## src/rtl/cpu_pkg.sv

```systemverilog
// Shared types and constants for the pipelined CPU datapath.
// Holds the control bundle carried between stages and the ALU op classes.
package cpu_pkg;

  localparam logic [4:0] REG_ZERO = 5'd0;

  typedef enum logic [1:0] {
    ALUOP_ADD   = 2'b00,
    ALUOP_SUB   = 2'b01,
    ALUOP_RTYPE = 2'b10,
    ALUOP_IMM   = 2'b11
  } aluop_e;

  typedef struct packed {
    logic   reg_write;
    logic   mem_to_reg;
    logic   mem_read;
    logic   mem_write;
    logic   alu_src;
    logic   reg_dst;
    aluop_e alu_op;
  } ctrl_t;

  localparam ctrl_t CTRL_NOP = '{
    reg_write:  1'b0,
    mem_to_reg: 1'b0,
    mem_read:   1'b0,
    mem_write:  1'b0,
    alu_src:    1'b0,
    reg_dst:    1'b0,
    alu_op:     ALUOP_ADD
  };

  // $0 never carries a real dependency, so it must never match.
  function automatic logic reg_match(input logic [4:0] a, input logic [4:0] b);
    return (a != REG_ZERO) && (a == b);
  endfunction

endpackage

```

## src/rtl/idex_stage_hazard_detect.sv

```systemverilog
// Load-use hazard compare between the load in ID/EX and the instruction in ID.
// Drives the PC / IF-ID write enables; hold freezes them but never raises the stall.
module hazard_detect
  import cpu_pkg::*;
(
  input  logic       idex_mem_read,
  input  logic [4:0] idex_rt,
  input  logic [4:0] ifid_rs,
  input  logic [4:0] ifid_rt,
  input  logic       flush,
  input  logic       hold,
  output logic       load_use_stall,
  output logic       pc_write,
  output logic       ifid_write
);

  always_comb begin
    load_use_stall = idex_mem_read
                   && (reg_match(idex_rt, ifid_rs) || reg_match(idex_rt, ifid_rt))
                   && !flush;
    pc_write       = !(load_use_stall || hold);
    ifid_write     = pc_write;
  end

endmodule

```

## src/rtl/idex_stage.sv

```systemverilog
// ID/EX pipeline register with load-use bubble insertion and a saturating
// bubble counter for performance monitoring.
module idex_stage
  import cpu_pkg::*;
#(
  parameter int DATA_WIDTH = 32,
  parameter int CNT_WIDTH  = 16
) (
  input  logic                  clk,
  input  logic                  reset,
  input  logic                  hold,
  input  logic                  flush,
  input  logic [4:0]            IFID_Rs,
  input  logic [4:0]            IFID_Rt,
  input  logic [4:0]            IFID_Rd,
  input  logic [DATA_WIDTH-1:0] ID_ReadData1,
  input  logic [DATA_WIDTH-1:0] ID_ReadData2,
  input  logic [DATA_WIDTH-1:0] ID_Imm,
  input  logic                  ID_RegWrite,
  input  logic                  ID_MemtoReg,
  input  logic                  ID_MemRead,
  input  logic                  ID_MemWrite,
  input  logic                  ID_ALUSrc,
  input  logic                  ID_RegDst,
  input  logic [1:0]            ID_ALUOp,
  output logic [4:0]            IDEX_Rs,
  output logic [4:0]            IDEX_Rt,
  output logic [4:0]            IDEX_Rd,
  output logic [DATA_WIDTH-1:0] IDEX_ReadData1,
  output logic [DATA_WIDTH-1:0] IDEX_ReadData2,
  output logic [DATA_WIDTH-1:0] IDEX_Imm,
  output logic                  IDEX_RegWrite,
  output logic                  IDEX_MemtoReg,
  output logic                  IDEX_MemRead,
  output logic                  IDEX_MemWrite,
  output logic                  IDEX_ALUSrc,
  output logic                  IDEX_RegDst,
  output logic [1:0]            IDEX_ALUOp,
  output logic                  IDEX_Valid,
  output logic                  PCWrite,
  output logic                  IFID_Write,
  output logic                  load_use_stall,
  output logic [CNT_WIDTH-1:0]  bubble_count
);

  ctrl_t                 ctrl_q;
  ctrl_t                 id_ctrl;
  logic [4:0]            rs_q, rt_q, rd_q;
  logic [DATA_WIDTH-1:0] rd1_q, rd2_q, imm_q;
  logic                  valid_q;
  logic [CNT_WIDTH-1:0]  bubble_q;

  always_comb begin
    id_ctrl            = CTRL_NOP;
    id_ctrl.reg_write  = ID_RegWrite;
    id_ctrl.mem_to_reg = ID_MemtoReg;
    id_ctrl.mem_read   = ID_MemRead;
    id_ctrl.mem_write  = ID_MemWrite;
    id_ctrl.alu_src    = ID_ALUSrc;
    id_ctrl.reg_dst    = ID_RegDst;
    id_ctrl.alu_op     = aluop_e'(ID_ALUOp);
  end

  hazard_detect u_hazard (
    .idex_mem_read  (ctrl_q.mem_read),
    .idex_rt        (rt_q),
    .ifid_rs        (IFID_Rs),
    .ifid_rt        (IFID_Rt),
    .flush          (flush),
    .hold           (hold),
    .load_use_stall (load_use_stall),
    .pc_write       (PCWrite),
    .ifid_write     (IFID_Write)
  );

  always_ff @(posedge clk or posedge reset) begin
    if (reset) begin
      ctrl_q   <= CTRL_NOP;
      rs_q     <= REG_ZERO;
      rt_q     <= REG_ZERO;
      rd_q     <= REG_ZERO;
      rd1_q    <= '0;
      rd2_q    <= '0;
      imm_q    <= '0;
      valid_q  <= 1'b0;
      bubble_q <= '0;
    end else if (!hold) begin
      if (flush || load_use_stall) begin
        // Zeroed register numbers keep the bubble out of forwarding/hazard compares.
        ctrl_q  <= CTRL_NOP;
        rs_q    <= REG_ZERO;
        rt_q    <= REG_ZERO;
        rd_q    <= REG_ZERO;
        rd1_q   <= '0;
        rd2_q   <= '0;
        imm_q   <= '0;
        valid_q <= 1'b0;
        if (!(&bubble_q))
          bubble_q <= bubble_q + CNT_WIDTH'(1);
      end else begin
        ctrl_q  <= id_ctrl;
        rs_q    <= IFID_Rs;
        rt_q    <= IFID_Rt;
        rd_q    <= IFID_Rd;
        rd1_q   <= ID_ReadData1;
        rd2_q   <= ID_ReadData2;
        imm_q   <= ID_Imm;
        valid_q <= 1'b1;
      end
    end
  end

  assign IDEX_Rs        = rs_q;
  assign IDEX_Rt        = rt_q;
  assign IDEX_Rd        = rd_q;
  assign IDEX_ReadData1 = rd1_q;
  assign IDEX_ReadData2 = rd2_q;
  assign IDEX_Imm       = imm_q;
  assign IDEX_RegWrite  = ctrl_q.reg_write;
  assign IDEX_MemtoReg  = ctrl_q.mem_to_reg;
  assign IDEX_MemRead   = ctrl_q.mem_read;
  assign IDEX_MemWrite  = ctrl_q.mem_write;
  assign IDEX_ALUSrc    = ctrl_q.alu_src;
  assign IDEX_RegDst    = ctrl_q.reg_dst;
  assign IDEX_ALUOp     = ctrl_q.alu_op;
  assign IDEX_Valid     = valid_q;
  assign bubble_count   = bubble_q;

endmodule

```

## config.mk

```make
export PLATFORM = sky130hd
export DESIGN_NAME = idex_stage
export DESIGN_NICKNAME = d
export VERILOG_FILES = /design/src/rtl/cpu_pkg.sv /design/src/rtl/idex_stage_hazard_detect.sv /design/src/rtl/idex_stage.sv
export SDC_FILE = /design/constraint.sdc
export NUM_CORES = 1
export LEC_CHECK = 0
export BUFFER_PORTS_ARGS = -buffer_cell sky130_fd_sc_hd__buf_2
export CAP_MARGIN = 15
export CORE_MARGIN = 4
export CORE_UTILIZATION = 30
export DETAILED_ROUTE_END_ITERATION = 8
export MAX_ROUTING_LAYER = met4
export PLACE_DENSITY = 0.63
export SLEW_MARGIN = 0
export SYNTH_ARGS = -nofsm -noshare
export SYNTH_HDL_FRONTEND = slang
export SYNTH_HIERARCHICAL = 1
export SYNTH_SLANG_ARGS = --single-unit
```

## constraint.sdc

```tcl
create_clock -name clk -period 5.7 [get_ports clk]
set_input_delay 0.57 -clock clk [delete_from_list [all_inputs] [get_ports clk]]
set_output_delay 0.57 -clock clk [all_outputs]
set_load 0.02 [all_outputs]
```

==> metrics.md <==
| Metric | Value |
|---|---|
| Final setup fails | `0` |
| Primary FF master, synth | `dfrtp_1` |
| DR vias | `4105` |
| Leakage power | `0.003890 uW` |
| Yosys cell types | `34` |
| Maximum number of pins on one net before global-route repair | `99` |
| Setup bufs post-CTS | `0` |
| Ports | `262` |
| Core ar. | `16700 sq um` |
| Total Routing Usage GR | `0.1526` |
| Die Y | `138.8 um` |
| Fin. Hold Viols | `0` |
| Combinational share of power | `0.169` |
| Sw Pwr | `729.5 uW` |
| Worst clock skew | `8.358 ps` |
| Hold Crit Class | `input pin to async pin` |
| Root Driver | `clkbuf_16` |
| Post-Syn Area | `5132 sq um` |
| Synth area leader | `dfrtp_1` |
| Worst setup path category | `flop to flop` |
| Synth Area per Inst | `14.22 sq um` |
| Nets | `742` |
| Post-synth EDFFs | `0` |
| Int Power | `1881 uW` |
| Initial Util | `0.3073` |
| CP Max Fanout | `98` |
| Fill cell count | `1607` |
| # clock sinks | `136` |
| Routed length per placed instance | `16.82 um` |
| Normalized max-slew margin | `0.3194` |
| Maxcap violations | `0` |
| Die Span X | `138.8 um` |
| Clk Latency, worst-skew pair | `410 ps` |
| CTS tree | `built` |
| Synth warn | `6` |
| Total wire length | `14330 um` |
| IO Port Bufs | `261` |
| Crit path launch type | `flop` |
| Critical path data arrival time | `2960 ps` |
| Worst-Margin Slew | `1021 ps` |
| Syn Inst Count | `361` |
| Post-cts repair resize count | `0` |
| Gr ovfl total | `0` |
| Worst Path Required | `6040 ps` |
| First-pass GRT wire length | `23090 um` |
| Syn Nets | `485` |
| Synth-to-layout area growth | `40.25%` |
| Register share of total power | `0.434` |
| Setup TNS after final layout | `0 ps` |
| Clock buffer depth | `2` |
| Largest cells by area after synthesis | `dfrtp_1, a22o_1, xnor2_1` |
| Row count | `47` |
| Vias per inst | `4.818` |
| Ys async rst share | `1.000` |
| Most common cell in the netlist | `dfrtp_1` |
| Hpwl dp | `10180 um` |
| Status | `finished clean` |
| Worst setup EP type | `flop` |
| Max Slew Vio Count | `0` |
| Top post-synthesis cells by count | `dfrtp_1, a22o_1, clkbuf_1, buf_2, xnor2_1` |
| Switch share | `0.2795` |
| Multi-input gate area | `1604 sq um` |
| DRC violations left | `0` |
| Max VDD drop | `0.1905 mV` |
| Number of nets with antenna violations after routing | `0` |
| Post-synth top area share | `0.6631` |
| Initial DRC Count | `224` |
| CTS Hold Bufs | `0` |
| Cts bufs inserted | `17` |
| Placement Setup Slack | `2994 ps` |
| Layout cells sized above 1 | `0.4810` |
| Synth Register Bits | `136` |
| FF+latch area | `3403 sq um` |
| Power Density | `362.6 nW/um^2` |
| F_max | `382.1 MHz` |
| Clock Pin Slew Worst Setup and Hold Paths | `60 ps` |
| RePlAce Congestion | `0.8208` |
| Clock period minus worst slack | `2617 ps` |
| Post-synthesis sequential area ratio | `0.6631` |
| Clock share of power | `0.397` |
| Antenna violations before repair | `2` |
| Period utilization | `0.4592` |
| H-Tree Depth | `4` |
| Number of global-route vias before repair | `4332` |
| RSZ-0062 raised after global routing | `no` |
| Die area | `19260 sq um` |
| Worst setup margin | `3083 ps` |
| TritonRoute pass-1 iters | `4` |
==> per-layer routing <==
metal / GRT usage / part of all wire / wire length, um
met2: 0.2373 / 0.48 / 6909
met3: 0.03966 / 0.064 / 915
met4: 0.05510 / 0.018 / 259
met1: 0.1937 / 0.44 / 6246
met5: - / 0 / 0
==> through the flow <==
stage	power, uW	util	hold slack (ps)	cell area (sq um)	cells
2_1_floorplan	1401	-	593.9	5132	361
3_3_place_gp	1584	0.3974	462.3	6638	819
3_5_place_dp	1594	0.3974	472.0	6638	819
4_1_cts	2644	0.4307	267.6	7193	850
5_1_grt	2729	0.4310	297.3	7198	852
6_report	2610	0.4310	243.2	7198	852
==> cell type report <==
| type | count | area share |
|---|---|---|
| Clock buffer | 22 | 0.06310 |
| Clock inverter | 9 | 0.01408 |
| Timing Repair Buffer | 265 | 0.1860 |
| Tap cell | 220 | 0.03824 |
| Sequential cell | 136 | 0.4728 |
| Antenna cell | 2 | 0.0006953 |
| Multi-Input combinational cell | 195 | 0.2228 |
| Inverter | 3 | 0.002260 |
==> cell families (layout without fill, tap and decap cells) <==
| kind of cell | count (synthesis) | in the layout | synth area share |
|---|---|---|---|
| and+or+nand+nor | 40 | 40 | 0.04583 |
| DFF | 136 | 136 | 0.6631 |
| AOI/OAI and AO/OA | 131 | 131 | 0.2231 |
| xor gates and xnor gates | 21 | 21 | 0.03583 |
| adders and majority gates | 1 | 1 | 0.002437 |
| buffers and inverters | 30 | 299 | 0.02535 |
| muxes | 2 | 2 | 0.004388 |
| other | 0 | 2 | 0 |
==> registers in the layout (all words and copies together) (netlist names) <==
name            cells
IDEX_ALUOp          2
IDEX_ALUSrc         1
IDEX_Imm           32
IDEX_MemRead        1
IDEX_MemWrite       1
IDEX_MemtoReg       1
IDEX_Rd             5
IDEX_ReadData1     32
IDEX_ReadData2     32
IDEX_RegDst         1
IDEX_RegWrite       1
IDEX_Rs             5
IDEX_Rt             5
IDEX_Valid          1
bubble_count       16
==> power groups by stage <==
stage / Sequential (uW) / Combinational [uW] / Clock [uW]
after floorplan: 1250 / 150 / 0
after global placement: 1140 / 440 / 0
after detailed placement: 1150 / 448 / 0
after CTS: 1130 / 448 / 1060
after global routing: 1150 / 474 / 1110
final: 1130 / 440 / 1040
==> critical path, cell delays in order, from the launching register on <==
cell	delay, ps
dfrtp_1	440
or4_4	550
o21ai_2	140
nor2_1	90
nor3_2	200
buf_4	740
a22o_1	250
==> final timing paths <==
| path | from | cells past startpoint | slack (ps) | end |
|---|---|---|---|---|
| min in group clk | IFID_Rd[3] | 2 | 370 | IDEX_Rd[3] |
| setup / recovery | IDEX_Rt[1] | 6 | 3080 | IDEX_ReadData1[20] |
| hold reg to reg | IDEX_Valid | 1 | 480 | IDEX_Valid |
| max in group asynchronous | reset | 3 | 4150 | IDEX_ReadData1[23] |
| hold / removal | reset | 2 | 240 | IDEX_ReadData1[19] |
| setup reg to reg | IDEX_Rt[1] | 6 | 3080 | IDEX_ReadData1[20] |
==> cell usage in the layout (no fill, tap or decap), types with 2 or more instances in the layout <==
cell type	netlist	routed
nand4_1	4	4
nand3_1	9	9
o211ai_1	2	2
nor3_1	6	5
and3_1	3	3
nor2_1	7	7
xnor2_1	11	11
bufinv_16	0	2
xor2_1	10	10
buf_2	11	260
clkinv_2	0	5
clkbuf_16	0	17
clkbuf_1	14	4
a21oi_1	2	2
buf_4	1	5
dfrtp_1	136	136
inv_1	3	2
o21ai_2	2	2
diode_2	0	2
a22o_1	119	119
nand2_1	4	4
Power figures use the tool's default switching activity.
